`config.mk`:
```
export PLATFORM = sky130hd
export DESIGN_NAME = cv32e40p_x_result_tx
export DESIGN_NICKNAME = d
export VERILOG_FILES = /design/src/rtl/cv32e40p_core_v_xif_pkg.sv /design/src/rtl/cv32e40p_x_res_fifo.sv /design/src/rtl/cv32e40p_x_result_tx.sv
export SDC_FILE = /design/constraint.sdc
export NUM_CORES = 1
export LEC_CHECK = 0
export CORE_MARGIN = 2
export CORE_UTILIZATION = 31
export CTS_BUF_LIST = sky130_fd_sc_hd__clkbuf_4 sky130_fd_sc_hd__clkbuf_8
export DETAILED_ROUTE_END_ITERATION = 6
export GPL_ROUTABILITY_DRIVEN = 0
export PLACE_DENSITY = 0.58
export SLEW_MARGIN = 20
export SYNTH_ARGS = -nofsm -noshare
export SYNTH_HDL_FRONTEND = slang
export SYNTH_SLANG_ARGS = --single-unit
```
`constraint.sdc`:
```
create_clock -name clk -period 2.9 [get_ports clk]
set_input_delay 0.58 -clock clk [delete_from_list [all_inputs] [get_ports clk]]
set_output_delay 0.58 -clock clk [all_outputs]
set_load 0.02 [all_outputs]
```
`src/rtl/cv32e40p_core_v_xif_pkg.sv`:
```
// Shared X-interface types and defaults for the coprocessor result transmitter.
package cv32e40p_core_v_xif_pkg;

  localparam int X_ID_WIDTH       = 4;
  localparam int X_RES_FIFO_DEPTH = 4;

  typedef struct packed {
    logic [X_ID_WIDTH-1:0] id;
    logic [4:0]            rd;
    logic [31:0]           data;
    logic                  we;
  } x_result_entry_t;

endpackage

```
`src/rtl/cv32e40p_x_res_fifo.sv`:
```
// First-word-fall-through FIFO of X-interface result entries with phase-bit pointers.
module cv32e40p_x_res_fifo
  import cv32e40p_core_v_xif_pkg::*;
#(
  parameter  int DEPTH = X_RES_FIFO_DEPTH,
  localparam int AW    = $clog2(DEPTH)
) (
  input  logic            clk,
  input  logic            rst_n,
  input  logic            flush_i,
  input  logic            push_i,
  input  x_result_entry_t wdata_i,
  input  logic            pop_i,
  output x_result_entry_t rdata_o,
  output logic            full_o,
  output logic            empty_o,
  output logic [AW:0]     occupancy_o
);

  logic [AW:0]     wr_ptr, rd_ptr;
  x_result_entry_t mem [DEPTH];
  logic            do_push, do_pop;

  assign empty_o = (wr_ptr == rd_ptr);
  assign full_o  = (wr_ptr[AW-1:0] == rd_ptr[AW-1:0]) && (wr_ptr[AW] != rd_ptr[AW]);
  // Push is gated by full before any same-cycle pop, so a full FIFO never overwrites its head.
  assign do_push = push_i & ~full_o;
  assign do_pop  = pop_i & ~empty_o;

  always_ff @(posedge clk or negedge rst_n) begin
    if (!rst_n) begin
      wr_ptr <= '0;
      rd_ptr <= '0;
    end else if (flush_i) begin
      wr_ptr <= '0;
      rd_ptr <= '0;
    end else begin
      if (do_push) wr_ptr <= wr_ptr + 1'b1;
      if (do_pop)  rd_ptr <= rd_ptr + 1'b1;
    end
  end

  // Storage is cleared on reset so the head outputs read zero out of reset.
  always_ff @(posedge clk or negedge rst_n) begin
    if (!rst_n) begin
      for (int i = 0; i < DEPTH; i++) mem[i] <= '0;
    end else if (do_push && !flush_i) begin
      mem[wr_ptr[AW-1:0]] <= wdata_i;
    end
  end

  assign rdata_o     = mem[rd_ptr[AW-1:0]];
  assign occupancy_o = wr_ptr - rd_ptr;

endmodule

```
`src/rtl/cv32e40p_x_result_tx.sv`:
```
// Coprocessor-side X-interface result transmitter: buffered result channel plus
// one-shot register-file write pulses for memory results returned by the core.
module cv32e40p_x_result_tx
  import cv32e40p_core_v_xif_pkg::*;
#(
  parameter int DEPTH    = X_RES_FIFO_DEPTH,
  parameter int ID_WIDTH = X_ID_WIDTH
) (
  input  logic                    clk,
  input  logic                    rst_n,
  input  logic                    flush_i,
  input  logic                    cop_res_valid_i,
  output logic                    cop_res_ready_o,
  input  logic [ID_WIDTH-1:0]     cop_res_id_i,
  input  logic [4:0]              cop_res_rd_i,
  input  logic [31:0]             cop_res_data_i,
  input  logic                    cop_res_we_i,
  output logic                    x_result_valid_o,
  input  logic                    x_result_ready_i,
  output logic [ID_WIDTH-1:0]     x_result_id_o,
  output logic [4:0]              x_result_rd_o,
  output logic [31:0]             x_result_data_o,
  output logic                    x_result_we_o,
  input  logic                    x_mem_instr_wb_i,
  input  logic [ID_WIDTH-1:0]     x_mem_result_id_i,
  input  logic [31:0]             x_mem_result_rdata_i,
  output logic                    mem_wb_valid_o,
  output logic [ID_WIDTH-1:0]     mem_wb_id_o,
  output logic [31:0]             mem_wb_data_o,
  output logic [$clog2(DEPTH):0]  occupancy_o
);

  x_result_entry_t wentry, head;
  logic            full, empty;

  // Writes to x0 are architecturally void; drop the enable but still send the result.
  always_comb begin
    wentry      = '0;
    wentry.id   = cop_res_id_i;
    wentry.rd   = cop_res_rd_i;
    wentry.data = cop_res_data_i;
    wentry.we   = cop_res_we_i & (cop_res_rd_i != 5'd0);
  end

  cv32e40p_x_res_fifo #(.DEPTH(DEPTH)) u_fifo (
    .clk         (clk),
    .rst_n       (rst_n),
    .flush_i     (flush_i),
    .push_i      (cop_res_valid_i),
    .wdata_i     (wentry),
    .pop_i       (x_result_ready_i),
    .rdata_o     (head),
    .full_o      (full),
    .empty_o     (empty),
    .occupancy_o (occupancy_o)
  );

  assign cop_res_ready_o  = ~full;
  assign x_result_valid_o = ~empty;
  assign x_result_id_o    = head.id;
  assign x_result_rd_o    = head.rd;
  assign x_result_data_o  = head.data;
  assign x_result_we_o    = head.we;

  // A stalled WB stage repeats the same ID; only its first cycle produces a pulse.
  logic                prev_wb;
  logic [ID_WIDTH-1:0] prev_id;
  logic                mem_new;

  assign mem_new = x_mem_instr_wb_i & ~(prev_wb & (prev_id == x_mem_result_id_i));

  always_ff @(posedge clk or negedge rst_n) begin
    if (!rst_n) begin
      prev_wb        <= 1'b0;
      prev_id        <= '0;
      mem_wb_valid_o <= 1'b0;
      mem_wb_id_o    <= '0;
      mem_wb_data_o  <= '0;
    end else begin
      prev_wb        <= x_mem_instr_wb_i;
      prev_id        <= x_mem_result_id_i;
      mem_wb_valid_o <= mem_new;
      if (mem_new) begin
        mem_wb_id_o   <= x_mem_result_id_i;
        mem_wb_data_o <= x_mem_result_rdata_i;
      end
    end
  end

endmodule

```
**Word level (Yosys, flattened, before mapping)**

Index checks and enable logic that the tools add are counted.

- Input bits: 84
- Bits in registers: 216
- Output and inout bits: 84
- Logic and storage cells: 60

- Bitwise operators: 10
- Add/subtract/negate cells: 3
- Mux-type cells: 10
- Magnitude comparators: 3
- Equality and inequality tests: 4
- Reduce and logical (&&, ||, !) cells: 7

Operator list:

| cell | count |
|---|---|
| bitwise mux 168 bit | 1 |
| two-way mux 42 bit | 3 |
| binary-select mux 42 bit (select 2 bit) | 1 |
| demux 42 bit (select 2 bit) | 1 |
| two-way mux 3 bit | 4 |
| adder 3 x 1 -> 3 bit, second input constant | 2 |
| >= comparator 3 bit, second input constant | 2 |
| NOT 2 -> 3 bit | 2 |
| AND 1 bit | 5 |
| nonzero test 5 bit | 1 |
| equality test 4 bit | 1 |
| nonzero test 2 bit | 2 |
| equality test 3 bit | 1 |
| logical AND 1 bit | 3 |
| less-than comparator 3 x 1 -> 1 bit, second input constant | 1 |
| NOT 1 bit | 3 |
| subtractor 3 bit | 1 |
| equality test 2 bit | 1 |
| zero test 1 bit | 1 |
| inequality test 1 bit | 1 |

**Longest topological paths before layout**

- Word-level depth: 6
- Depth in mapped cells: 9
- Depth with buffers taken out: 6

**Modules after synthesis**

Synthesis repeated with hierarchy kept, for this count alone.

- Cell total of the unflattened synthesis: 560
- Area total of the unflattened synthesis: 9,562.9 µm²

By module, submodules not included:

| module | cells each | sequential area each (µm²) | area an instance (µm²) | times used |
|---|---|---|---|---|
| cv32e40p_x_res_fifo | 464 | 4,354.2 | 7,838.8 | 1 |
| cv32e40p_x_result_tx | 96 | 1,051.0 | 1,724.2 | 1 |

**Least setup slack after synthesis**

Ideal clock, no wire load.

- Path kind: reg-to-reg
- Start point: reg u_fifo.rd_ptr[1]
- End point: reg u_fifo.mem[10] in the netlist's numbering
- Arrival time: 2,486 ps
- Stages on the path, launching flop included: 9
- Library setup time: 125 ps
- Period minus slack after synthesis: 2,612 ps
- Path buffers: 3
- Slack: 288 ps
- Data required time: 2,775 ps
- Cells stage by stage: dfrtp_1 clkbuf_1 buf_1 inv_1 ha_1 nand2_1 o2111ai_4 buf_6 mux2_4

- Word-level cells in the longest chain between the ends: 5

RTL lines:

| item | line | text |
|---|---|---|
| start: declaration | cv32e40p_x_res_fifo.sv:20 | `logic [AW:0] wr_ptr, rd_ptr;` |
| start signal: assignment | cv32e40p_x_res_fifo.sv:39 | `if (do_pop) rd_ptr <= rd_ptr + 1'b1;` |
| equality test 2 bit | cv32e40p_x_res_fifo.sv:25 | `assign full_o = (wr_ptr[AW-1:0] == rd_ptr[AW-1:0]) && (wr_ptr[AW] != rd_ptr[AW]);` |
| logical AND 1 bit | cv32e40p_x_res_fifo.sv:25 |  |
| NOT 1 bit | cv32e40p_x_res_fifo.sv:27 | `assign do_push = push_i & ~full_o;` |
| AND 1 bit | cv32e40p_x_res_fifo.sv:27 |  |
| logical AND 1 bit | cv32e40p_x_res_fifo.sv:47 | `end else if (do_push && !flush_i) begin` |
| end signal: indexed assignment | cv32e40p_x_res_fifo.sv:48 | `mem[wr_ptr[AW-1:0]] <= wdata_i;` |
| end: declaration | cv32e40p_x_res_fifo.sv:21 | `x_result_entry_t mem [DEPTH];` |

No other way between the ends.
A chain may end at the register's enable or synchronous reset.

**Worst setup path in the final report**

- Start point: reg u_fifo.rd_ptr[0]
- End point: out occupancy_o[2]

- Word-level cells in the longest chain between the ends: 1

RTL lines:

| item | line | text |
|---|---|---|
| subtractor 3 bit | cv32e40p_x_res_fifo.sv:53 | `assign occupancy_o = wr_ptr - rd_ptr;` |
| end: declaration | cv32e40p_x_result_tx.sv:30 | `output logic [$clog2(DEPTH):0] occupancy_o` |

No other way between the ends.

==> metrics.log <==
[metrics] Area Overhead vs Synth: 31.5%
[metrics] Routed Wire Length: between 20 and 25 mm
[metrics] Setup Viol. Count Final: 0
[metrics] final hold vios: 0
[metrics] filler cell count: 2,814
[metrics] mean cell area of the mapped netlist: 17.6 um2
[metrics] via count of the first global-routing pass: 6,108
[metrics] Final Non-Filler Cells: roughly 1,200
[metrics] CP max FO: 5
[metrics] maximum ir drop on the vdd rail: 436 uV
[metrics] sum of negative setup slack: 0 ps
[metrics] core region area: between 30,000 and 40,000 um2
[metrics] number of library cell types mapped by synthesis: 27
[metrics] final core area utilization: 41.5%
[metrics] Design Area, Final: between 10,000 and 15,000 um2
[metrics] Logic pwr share: 30.3%
[metrics] Period Utilization, post-route: 96.3%
[metrics] relative contribution of the clock network to total power: 28.8%
[metrics] total power density per cell area: 822 nW/um2
[metrics] total vias in the final route: 5,478
[metrics] global route total overflow: 0
[metrics] total power draw: 10.4 mW
[metrics] die footprint: 32,500 um2
[metrics] clock transition time at the flip-flop clock pins of the worst setup and hold paths: 60 ps
[metrics] Clk Tree Root Cell: sky130_fd_sc_hd__clkbuf_8
[metrics] maximum achievable frequency: approximately 360 MHz
[metrics] Clock Skews: 13.1 ps
[metrics] category of the worst setup path launch point: register
[metrics] Synth Instances: 549
[metrics] Netlist Area Pre-Place: 9640 um2
[metrics] YS warnings: 0
[metrics] mean routed wirelength per cell: around 19 um
[metrics] final worst hold slack: 41.5 ps
[metrics] part of the total power dissipated in sequential elements: 40.9%
[metrics] switching share of total power: 28.9%
[metrics] commonest non-fill, non-tap cell in the layout: sky130_fd_sc_hd__dfrtp_1
[metrics] largest net degree at the start of global routing: 59
[metrics] crit path time final: around 2800 ps
[metrics] drt first-iter violations: 183
[metrics] number of placed instances with taps included: 1,100
[metrics] Hold Path Class: in -> async
[metrics] proportion of layout cells with a drive suffix above 1: 43.9%
[metrics] number of buffers on the longest clock path: 3
[metrics] FF+latch count, synth: approximately 220
[metrics] sequential element share of the synthesized area: 56.0%
[metrics] detailed-router iteration count before antenna repair: 4
[metrics] cts bufs inserted: 40
[metrics] global-route usage over all layers: 14.0%
[metrics] Critical Path AT: 2210 ps
[metrics] unrepaired setup endpoints after global routing: no
[metrics] placement-stage worst setup slack: roughly 320 ps
[metrics] Die Span X: 180 um
[metrics] Internal: 7.41 mW
[metrics] count of nets after finishing: 840
[metrics] wire length of the first global-routing pass: 36.3 mm
[metrics] effective utilization at floorplan: 31.5%
[metrics] fin. max-slew vios: 0
[metrics] category of the most critical setup path: reg -> out
[metrics] remaining routing DRC violations: 0
[metrics] post-route setup slack: 109 ps
[metrics] number of standard-cell rows in the floorplan: 64
[metrics] number of antenna violations at the first check in global routing: 0
[metrics] via/cell ratio: 4.68
[metrics] count of hold buffers inserted by post-cts repair: 0
[metrics] nature of the critical path endpoint: primary output
[metrics] Placed Instance Area: 11,900 um2
[metrics] TritonCTS clock tree: built
[metrics] required arrival time at the worst endpoint: around 2300 ps
[metrics] final HPWL from detailed placement: 13.9 mm
[metrics] depth of the CTS H-tree: 2
[metrics] result of the run: complete, no violations
[metrics] nets in the synthesized netlist: 641
[metrics] Sinks on Clock Net: ~220
[metrics] Inserted Diodes: 0
[metrics] slew at the pin closest to its max-slew limit: 598 ps
[metrics] clock latency on the worst-skew pair: 530 ps
[metrics] number of violations of the max-capacitance limit: 0
[metrics] Switching Power: 3.02 mW
[metrics] die outline height: around 180 um
[metrics] Port Buf Inserts: 167
[metrics] number of top-level design ports: between 150 and 200
[metrics] Leakage: 5.69 nW
[metrics] remaining antenna violation count after routing: 0
[metrics] worst max-slew margin expressed relative to the limit: between 50% and 60%
[metrics] most frequent cells in the layout: 214 x sky130_fd_sc_hd__dfrtp_1, 125 x sky130_fd_sc_hd__mux2_2, 122 x sky130_fd_sc_hd__clkdlybuf4s50_1
timing repair:
action                                  4_1_cts  5_1_grt
buffers inserted                              1        0
gates resized for setup                      44        2
endpoints found under the setup margin       40       12
cloned                                        1        0
cells by family after synthesis:
| family | count (synthesis) | synth area share [%] |
|---|---|---|
| fa+ha+maj | 8 | 1.12 |
| simple gates | 18 | 0.869 |
| mux | 243 | 36.1 |
| flops | 216 | 56.0 |
| buf+inv | 37 | 2.78 |
| xor+xnor | 11 | 1.19 |
| compound gates | 16 | 1.87 |
registers in the layout, indices dropped and copies added, names as in the netlist:
| register | flops |
|---|---|
| u_fifo.mem | 168 |
| mem_wb_data_o | 32 |
| mem_wb_id_o | 4 |
| prev_id | 4 |
| u_fifo.rd_ptr | 3 |
| u_fifo.wr_ptr | 3 |
| mem_wb_valid_o | 1 |
| prev_wb | 1 |
per-layer routing:
metal / vias to the layer above / track usage, % / wire length (um)
met5: - / 0 / 0
met2: 174 / 21.1 / 9830
met1: 2829 / 19.9 / 10500
met4: 0 / 4.26 / 501
li1: 2433 / - / -
met3: 42 / 3.80 / 1470
worst max-delay path, stage by stage (launching register included):
cell                            delay, ps
sky130_fd_sc_hd__dfrtp_4              550
sky130_fd_sc_hd__ha_1                 250
sky130_fd_sc_hd__fa_1                 380
sky130_fd_sc_hd__xnor2_1              160
sky130_fd_sc_hd__dlygate4sd2_1        350
synth_stat cells, drive strengths merged:
| library cell | n | share of area, % |
|---|---|---|
| or3b | 1 | 0.091 |
| ha | 7 | 0.91 |
| clkbuf | 5 | 0.19 |
| nor2 | 6 | 0.23 |
| nand2 | 6 | 0.23 |
| nand3 | 2 | 0.10 |
| o21ai | 8 | 0.45 |
| o211ai | 3 | 0.23 |
| nand2b | 1 | 0.065 |
| xnor2 | 6 | 0.74 |
| mux4 | 42 | 9.8 |
| xor2 | 5 | 0.45 |
| o2bb2ai | 1 | 0.091 |
| inv | 7 | 0.27 |
| or4 | 1 | 0.078 |
| dfrtp | 216 | 56 |
| buf | 25 | 2.3 |
| fa | 1 | 0.21 |
| o2111ai | 4 | 1.1 |
| mux2 | 199 | 26 |
| nand4 | 1 | 0.065 |
| mux2i | 2 | 0.21 |
final cells by class:
cell class	instances	area [um2]	share of cell area, %
flip-flops and latches	216	5410	42.7
multi-input cells	296	3980	31.4
repair buffers	187	1940	15.3
clock buffers	64	800	6.30
well taps	396	495	3.91
clock inverters	5	31.3	0.247
inverters	7	26.3	0.207
power groups by stage:
stage | sequential, mW | combinational (mW) | clock (mW)
floorplan | 4.21 | 2.13 | 0
global placement | 4.30 | 3.32 | 0
detailed placement | 4.31 | 3.36 | 0
CTS | 4.27 | 3.23 | 3.12
global route | 4.37 | 3.40 | 3.27
finish | 4.27 | 3.16 | 3.00
worst paths after layout:
kind | startpoint | end | slack (ps) | cells past startpoint
max | u_fifo.rd_ptr[0] | occupancy_o[2] | 110 | 4
min | rst_n | u_fifo.mem[133] | 40 | 1
max reg2reg | u_fifo.rd_ptr[0] | u_fifo.mem[83] | 470 | 5
min reg2reg | u_fifo.mem[42] | u_fifo.mem[42] | 480 | 2
max in group asynchronous | rst_n | u_fifo.mem[72] | 2160 | 2
min in group clk | u_fifo.mem[42] | u_fifo.mem[42] | 480 | 2
Power figures use the tool's default switching activity.
